### src/rtl/ins_fetch_unit.sv
// Instruction fetch unit: PC, synchronous-read memory client, show-ahead prefetch FIFO.
// Optional FETCH_PERF_CNT_EN adds fetchCount/stallCount performance counters.
module ins_fetch_unit #(
    parameter int WIDTH      = 8,
    parameter int DEPTH      = 256,
    parameter int ADDR_WIDTH = $clog2(DEPTH),
    parameter int FIFO_DEPTH = 4
) (
    input  logic                  clock,
    input  logic                  resetN,
    input  logic                  start,
    input  logic [ADDR_WIDTH-1:0] startAddr,
    input  logic                  halt,
    input  logic                  redirect,
    input  logic [ADDR_WIDTH-1:0] redirectAddr,
    output logic [ADDR_WIDTH-1:0] memAddress,
    output logic                  memWriteEn,
    input  logic [WIDTH-1:0]      memDataIn,
    output logic                  insValid,
    input  logic                  insReady,
    output logic [WIDTH-1:0]      insData,
    output logic [ADDR_WIDTH-1:0] insAddr,
    output logic                  busy
`ifdef FETCH_PERF_CNT_EN
    ,
    output logic [31:0]           fetchCount,
    output logic [31:0]           stallCount
`endif
);

    localparam int PTR_W = $clog2(FIFO_DEPTH);
    localparam int CNT_W = PTR_W + 1;
    localparam logic [ADDR_WIDTH-1:0] PC_LAST = ADDR_WIDTH'(DEPTH - 1);
    localparam logic [CNT_W:0]        OCC_MAX = (CNT_W + 1)'(FIFO_DEPTH);
    localparam logic [CNT_W-1:0]      CNT_FULL = CNT_W'(FIFO_DEPTH);

    typedef enum logic [1:0] {IDLE, RUN, HALTED} state_e;

    typedef struct packed {
        logic [ADDR_WIDTH-1:0] addr;
        logic [WIDTH-1:0]      data;
    } entry_t;

    state_e                state_q, state_d;
    logic [ADDR_WIDTH-1:0] pc_q, pc_d;
    logic                  tag_v_q, tag_v_d;
    logic [ADDR_WIDTH-1:0] tag_addr_q, tag_addr_d;
    logic [CNT_W-1:0]      count_q, count_d;
    logic [PTR_W-1:0]      rd_ptr_q, rd_ptr_d;
    logic [PTR_W-1:0]      wr_ptr_q, wr_ptr_d;
    entry_t                fifo_q [FIFO_DEPTH];
    entry_t                fifo_d [FIFO_DEPTH];
    logic [WIDTH-1:0]      ins_data_q, ins_data_d;
    logic [ADDR_WIDTH-1:0] ins_addr_q, ins_addr_d;

    logic                  issue;
    logic                  push;
    logic                  pop;
    logic [CNT_W:0]        occupancy;
    entry_t                push_entry;

    // State register
    always_ff @(posedge clock) begin
        if (!resetN) begin
            state_q <= IDLE;
        end else begin
            state_q <= state_d;
        end
    end

    // Next-state logic; halt wins over start
    always_comb begin
        state_d = state_q;
        unique case (state_q)
            IDLE:    if (start && !halt) state_d = RUN;
            RUN:     if (halt)           state_d = HALTED;
            HALTED:  if (start && !halt) state_d = RUN;
            default:                     state_d = IDLE;
        endcase
    end

    // FSM outputs
    always_comb begin
        occupancy = {1'b0, count_q} + (CNT_W + 1)'(tag_v_q);
        issue     = (state_q == RUN) && !halt && !redirect && (occupancy < OCC_MAX);
        busy      = (state_q == RUN) || (count_q != '0) || tag_v_q;
    end

    // Datapath: PC, return-tag stage, FIFO and registered head
    always_comb begin
        pop        = (count_q != '0) && insReady;
        push       = tag_v_q && !redirect;
        push_entry = '{addr: tag_addr_q, data: memDataIn};

        pc_d = pc_q;
        if (redirect) begin
            pc_d = redirectAddr;
        end else if ((state_q == IDLE) && (state_d == RUN)) begin
            pc_d = startAddr;
        end else if (issue) begin
            pc_d = (pc_q == PC_LAST) ? '0 : pc_q + ADDR_WIDTH'(1);
        end

        tag_v_d    = issue;
        tag_addr_d = issue ? pc_q : tag_addr_q;

        fifo_d     = fifo_q;
        rd_ptr_d   = rd_ptr_q;
        wr_ptr_d   = wr_ptr_q;
        count_d    = count_q;
        ins_data_d = ins_data_q;
        ins_addr_d = ins_addr_q;

        if (redirect) begin
            rd_ptr_d = '0;
            wr_ptr_d = '0;
            count_d  = '0;
        end else begin
            if (push) begin
                fifo_d[wr_ptr_q] = push_entry;
                wr_ptr_d         = wr_ptr_q + PTR_W'(1);
            end
            if (pop) begin
                rd_ptr_d = rd_ptr_q + PTR_W'(1);
            end
            count_d = count_q + CNT_W'(push) - CNT_W'(pop);
            // Head register bypasses the array when the pushed entry becomes head at once
            if (count_d != '0) begin
                if (count_q == CNT_W'(pop)) begin
                    ins_data_d = push_entry.data;
                    ins_addr_d = push_entry.addr;
                end else begin
                    ins_data_d = fifo_q[rd_ptr_d].data;
                    ins_addr_d = fifo_q[rd_ptr_d].addr;
                end
            end
        end
    end

    always_ff @(posedge clock) begin
        if (!resetN) begin
            pc_q       <= '0;
            tag_v_q    <= 1'b0;
            tag_addr_q <= '0;
            count_q    <= '0;
            rd_ptr_q   <= '0;
            wr_ptr_q   <= '0;
            fifo_q     <= '{default: '0};
            ins_data_q <= '0;
            ins_addr_q <= '0;
        end else begin
            pc_q       <= pc_d;
            tag_v_q    <= tag_v_d;
            tag_addr_q <= tag_addr_d;
            count_q    <= count_d;
            rd_ptr_q   <= rd_ptr_d;
            wr_ptr_q   <= wr_ptr_d;
            fifo_q     <= fifo_d;
            ins_data_q <= ins_data_d;
            ins_addr_q <= ins_addr_d;
        end
    end

    assign memAddress = pc_q;
    assign memWriteEn = 1'b0;
    assign insValid   = (count_q != '0);
    assign insData    = ins_data_q;
    assign insAddr    = ins_addr_q;

`ifdef FETCH_PERF_CNT_EN
    logic [31:0] fetch_cnt_q, fetch_cnt_d;
    logic [31:0] stall_cnt_q, stall_cnt_d;

    always_comb begin
        fetch_cnt_d = fetch_cnt_q + 32'(pop);
        stall_cnt_d = stall_cnt_q + 32'(insValid && !insReady);
    end

    always_ff @(posedge clock) begin
        if (!resetN) begin
            fetch_cnt_q <= '0;
            stall_cnt_q <= '0;
        end else begin
            fetch_cnt_q <= fetch_cnt_d;
            stall_cnt_q <= stall_cnt_d;
        end
    end

    assign fetchCount = fetch_cnt_q;
    assign stallCount = stall_cnt_q;
`endif

    a_no_push_when_full: assert property (@(posedge clock) disable iff (!resetN)
        !(push && !pop && (count_q == CNT_FULL)));

endmodule

### config.mk
export PLATFORM = sky130hd
export DESIGN_NAME = ins_fetch_unit
export DESIGN_NICKNAME = d
export VERILOG_FILES = /design/src/rtl/ins_fetch_unit.sv
export SDC_FILE = /design/constraint.sdc
export NUM_CORES = 1
export LEC_CHECK = 0
export CORE_ASPECT_RATIO = 1.2
export CORE_MARGIN = 10
export CORE_UTILIZATION = 40
export DETAILED_ROUTE_END_ITERATION = 8
export SLEW_MARGIN = 15
export SYNTH_ARGS = -nofsm -noshare
export SYNTH_HDL_FRONTEND = slang
export SYNTH_SLANG_ARGS = --single-unit
export TNS_END_PERCENT = 5
### constraint.sdc
create_clock -name clock -period 5.15 [get_ports clock]
set_clock_uncertainty 0.1 [all_clocks]
set_input_delay 0.7725 -clock clock [delete_from_list [all_inputs] [get_ports clock]]
set_output_delay 0.7725 -clock clock [all_outputs]
set_load 0.05 [all_outputs]
After elaboration in Yosys (flattened, before gate mapping)
Index checks and enable logic that the tools add are counted.
W data, S select, Z words.
{"block": "totals", "in_bits": 30, "out_inout_bits": 27, "wordCells": 73, "register_bits": 106}
{"block": "op_classes", "mux": 17, "order_cmp": 4, "bitwise_logic": 4, "addsub": 6, "n_eq_ne": 5, "reduce_logical": 20}
{"cell": "$bwmux W64", "count": 1}
{"cell": "$mux W16", "count": 3}
{"cell": "$mux W8", "count": 6}
{"cell": "$bmux W16 S2", "count": 1}
{"cell": "$demux W16 S2", "count": 1}
{"cell": "$reduce_bool A3 Y1", "count": 3}
{"cell": "$add A8 B1 Y8 const B", "count": 1}
{"cell": "$eq A8 B8 Y1 const B", "count": 1}
{"cell": "$logic_and A1 B1 Y1", "count": 8}
{"cell": "$mux W2", "count": 4}
{"cell": "$ge A3 B3 Y1 const B", "count": 2}
{"cell": "$not A2 Y3", "count": 2}
{"cell": "$add A2 B1 Y2 const B", "count": 2}
{"cell": "$add A3 B1 Y4", "count": 1}
{"cell": "$eq A2 B1 Y1 const B", "count": 2}
{"cell": "$lt A4 B3 Y1 const B", "count": 1}
{"cell": "$pmux W2 S2", "count": 1}
{"cell": "$reduce_and A2 Y1", "count": 2}
{"cell": "$reduce_or A2 Y1", "count": 2}
{"cell": "$add A3 B1 Y3", "count": 1}
{"cell": "$eq A3 B1 Y1", "count": 1}
{"cell": "$lt A3 B1 Y1 const B", "count": 1}
{"cell": "$sub A3 B1 Y3", "count": 1}
{"cell": "$eq A2 B2 Y1 const B", "count": 1}
{"cell": "4 further kinds", "count": 7}

Depth between registers and ports, before layout
{"block": "logic_depth", "depth_word": 9, "ltp_mapped": 13, "depth_no_buf": 11}

Least setup slack after synthesis
Ideal clock, no wire load.
{"block": "synth_timing", "kind": "in2reg", "from": "input port redirect", "to": "register ins_addr_q[0], in the netlist insAddr[0]", "arrival_time_ns": 3.169, "n_path_buf": 3, "required_ns": 4.966, "setup_ns": 0.084, "setup_slack_ns": 1.797, "path_stages": 12, "path_cell_list": "clkbuf_1 > nor2b_1 > clkbuf_1 > or2_2 > nand2_1 > ha_1 > fa_1 > o31ai_1 > clkbuf_1 > and3_1 > a31oi_1 > o31ai_2"}
{"block": "synth_via", "elab_chain_len": 6, "word_cells_on_any_way": 7, "classes_between": "add/sub (2); bitwise (1); reduce/logical (4)"}
{"item": "from (decl)", "line": "14", "text": "input logic redirect,"}
{"item": "$logic_not A1 Y1", "line": "92", "text": "push = tag_v_q && !redirect;"}
{"item": "$logic_and A1 B1 Y1", "line": "92"}
{"item": "$add A3 B1 Y3", "line": "126", "text": "count_d = count_q + CNT_W'(push) - CNT_W'(pop);"}
{"item": "$sub A3 B1 Y3", "line": "126"}
{"item": "$reduce_bool A3 Y1", "line": "128", "text": "if (count_d != '0) begin"}
{"item": "$reduce_and A2 Y1 (no source line) *"}
{"item": "to (signal assigned)", "line": "160", "text": "ins_addr_q <= ins_addr_d;"}
{"item": "to (decl)", "line": "54", "text": "logic [ADDR_WIDTH-1:0] ins_addr_q, ins_addr_d;"}
Every way passes the cells marked *; elsewhere a longest branch is shown, timed or not.
A chain may end at the register's enable or synchronous reset.

Final worst setup path
{"block": "layout_timing", "from": "input port redirect", "to": "register ins_data_q[4], in the netlist insData[4]"}
{"block": "layout_via", "elab_chain_len": 6, "word_cells_on_any_way": 7, "classes_between": "add/sub (2); bitwise (1); reduce/logical (4)"}
{"item": "$logic_not A1 Y1", "line": "92"}
{"item": "$logic_and A1 B1 Y1", "line": "92"}
{"item": "$add A3 B1 Y3", "line": "126"}
{"item": "$sub A3 B1 Y3", "line": "126"}
{"item": "$reduce_bool A3 Y1", "line": "128"}
{"item": "$reduce_and A2 Y1 (no source line) *"}
{"item": "to (signal assigned)", "line": "159", "text": "ins_data_q <= ins_data_d;"}
{"item": "to (decl)", "line": "53", "text": "logic [WIDTH-1:0] ins_data_q, ins_data_d;"}
Marks and branches as above.

==> reports/results.txt <==
ANT cells: 0
kind of critical path: input port to register
Hold Crit Class: register to register
Die ar.: 17300 um2
crit-path most repeated cell: buf_4
status: finished clean
Critical Path Max Stage Delay: 0.40 ns
Seq/Total Area, Yosys: 0.428
largest net degree at the start of global routing: 42
number of port buffers: 55
CP bufs+invs: 3
1st-iter DRT viols: 420
initial antenna violation count: 0
Worst-Margin Slew: 0.995 ns
Max Slew Vio Count: 0
Pwr Density: 293 nW/um2
CTS buffer count: 9
achievable frequency: 0.264 GHz
CTS tree: yes
via count: 4633
Ports: 57
Yosys cell types: 53
final hold vios: 0
global placement routability congestion: 0.851
Tmin final: 3.79 ns
wire length per cell: 18.7 um
Post-CTS Setup Bufs: 0
Die X: 122 um
CTS H-tree lvls: 3
RSZ-0062 raised after global routing: no
Clk Tree Root Cell: clkbuf_16
CP Max Fanout: 18
Worst IR Drop VDD: 209 uV
clk_lat worst skew: 0.34 ns
cell family with most CP delay: simple AND/OR/NAND/NOR gates
Layout area overhead: 19.0%
most frequent cell after synthesis: nand2_1
top cells by count, synth: nand2_1, dfxtp_1, a21oi_1
worst rel slew slack: 0.333
Starting Density: 0.409
first-pass detailed-route iteration total: 5
DRC Markers: 0
Post-synth EDFFs: 0
post-synth top area share: 0.428
Syn Area/Cell: 8.21 um2
Max Cap Viol: 0
leak pwr: 2.01 nW
FP Rows: 44
Final setup viols: 0
crit path cell chain: clkdlybuf4s50_1, buf_4, nor2b_1, or2_2, nand2_1, ha_1, fa_1, xnor2_1, nor3_1, nor2_1, buf_4, o221ai_1, o31ai_1
Area contributors post-synth: dfxtp_1, nand2_1, a21oi_1
nets: 670
area of the mapped netlist: 4950 um2
post_cts resized: 0
Slowest-stage cell, CP: nor2b_1
hold_buf cts: 0
critical path capture point type: register
ANT nets after route: 0
DP HPWL: 9340 um
CTS clk-pin slew, worst paths: 0.07 ns
grt ovf: 0
total negative slack: 0 ns
Primary FF master, synth: dfxtp_1
Mapped Cells: 603
Syn Nets: 641
Placeable Area: 12100 um2
startpoint types: input port
Synth warnings: 0
Overall Global Routing Usage: 0.176
fin crit share: 0.736
CTS max path bufs: 2
vias in the first global route: 4677
vias per cell: 5.81
CP required: 5.30 ns
global-route wire length before repair: 24600 um
Finished Core Util: 0.487
wirelength, routed: 14900 um
Chip Height: 142 um
layout cells sized above 1: 0.0911
CP Data Arrival Time: 3.94 ns
leading area contributor after synthesis: dfxtp_1
flops & latches, synth: 106
CTS sink count: 106
Async S/R FF share, synth: 0
-- cells by family (layout without fill, tap and decap cells) --
kind of cell | count (synthesis) | in the layout | share of synthesized area
compound gates | 170 | 170 | 0.247
xor+xnor | 7 | 7 | 0.0124
fa+ha+maj | 8 | 8 | 0.0217
buf+inv | 55 | 89 | 0.0528
flops | 106 | 106 | 0.428
mux | 11 | 11 | 0.0222
other cells | 1 | 1 | 0.000757
simple gates | 245 | 245 | 0.214
-- path summary, 6_finish.rpt --
| path | start | end | slack, ns | depth (start not counted) |
|---|---|---|---|---|
| max | redirect | insData[4]$_SDFFE_PN0P_ | 1.36 | 13 |
| min | fifo_q[20]$_SDFFE_PN0P_ | fifo_q[20]$_SDFFE_PN0P_ | 0.36 | 2 |
| max reg2reg | count_q[1]$_SDFF_PP0_ | insData[4]$_SDFFE_PN0P_ | 1.72 | 12 |
| min reg2reg | fifo_q[20]$_SDFFE_PN0P_ | fifo_q[20]$_SDFFE_PN0P_ | 0.36 | 2 |
-- per-layer routing --
layer / global-route usage / vias up / part of all wire
met4: 0.0704 / 0 / 0.022
met3: 0.0413 / 30 / 0.085
met1: 0.218 / 2212 / 0.43
met2: 0.286 / 189 / 0.47
li1: - / 2202 / -
met5: 0 / - / 0
-- per-stage QoR --
step	cell area (um2)	cells	power, W	setup slack, ns	hold slack (ns)
2_1_floorplan	4950	603	0.000934	1.80	0.336
3_3_place_gp	5570	782	0.000994	1.24	0.342
3_5_place_dp	5570	782	0.000995	1.04	0.348
4_1_cts	5900	798	0.00174	1.39	0.358
5_1_grt	5900	798	0.00178	1.14	0.368
6_report	5900	798	0.00173	1.36	0.357
-- tightest hold or removal path, cell delays in order (launching register included) --
cell and delay, ns:
dfxtp_1 0.31, nand2_1 0.05, a21oi_1 0.05
-- power by group --
| part | total (W) | switching [W] | internal (W) |
|---|---|---|---|
| clock network | 0.000753 | 0.000322 | 0.000431 |
| registers | 0.000839 | 0.0000125 | 0.000826 |
| logic | 0.000138 | 0.0000858 | 0.0000520 |
| total | 0.00173 | 0.000420 | 0.00131 |
-- flip-flops by register name, summed over array words and instances (netlist names) --
register and count:
count_q 3, tag_v_q 1, memAddress 8, fifo_q 64, insAddr 8, rd_ptr_q 2
insData 8, state_q 2, wr_ptr_q 2, tag_addr_q 8
-- placed cells by master, fill, tap and decap left out, types with 2 or more instances in the layout --
master	instances
or3_2	2
dfxtp_1	106
o2111ai_1	2
clkinvlp_4	2
a31oi_1	17
o221ai_2	10
nand3_1	7
mux2i_1	11
or2_2	2
nand4_1	4
xor2_1	4
clkdlybuf4s50_1	55
o31ai_1	8
bufinv_16	2
nor3_1	4
clkbuf_16	9
nand2b_1	2
and2_1	5
o31ai_2	11
nand2_1	149
and3_1	21
inv_6	2
o221ai_1	7
ha_1	7
o21ai_0	6
xnor2_1	3
a21oi_1	78
inv_1	9
a221oi_1	16
a211o_1	2
nor2_1	39
or3_1	2
o211ai_1	4
nor2b_1	2
buf_4	8
-- cell type report --
class	instances	area, um2
Fill cell	1188	6210
Multi-Input combinational cell	442	2600
Sequential cell	106	2120
Timing Repair Buffer	63	611
Clock buffer	9	225
Tap cell	161	201
Clock inverter	7	101
Inverter	10	37.5
Note: power is estimated with default switching activity, not from simulation.
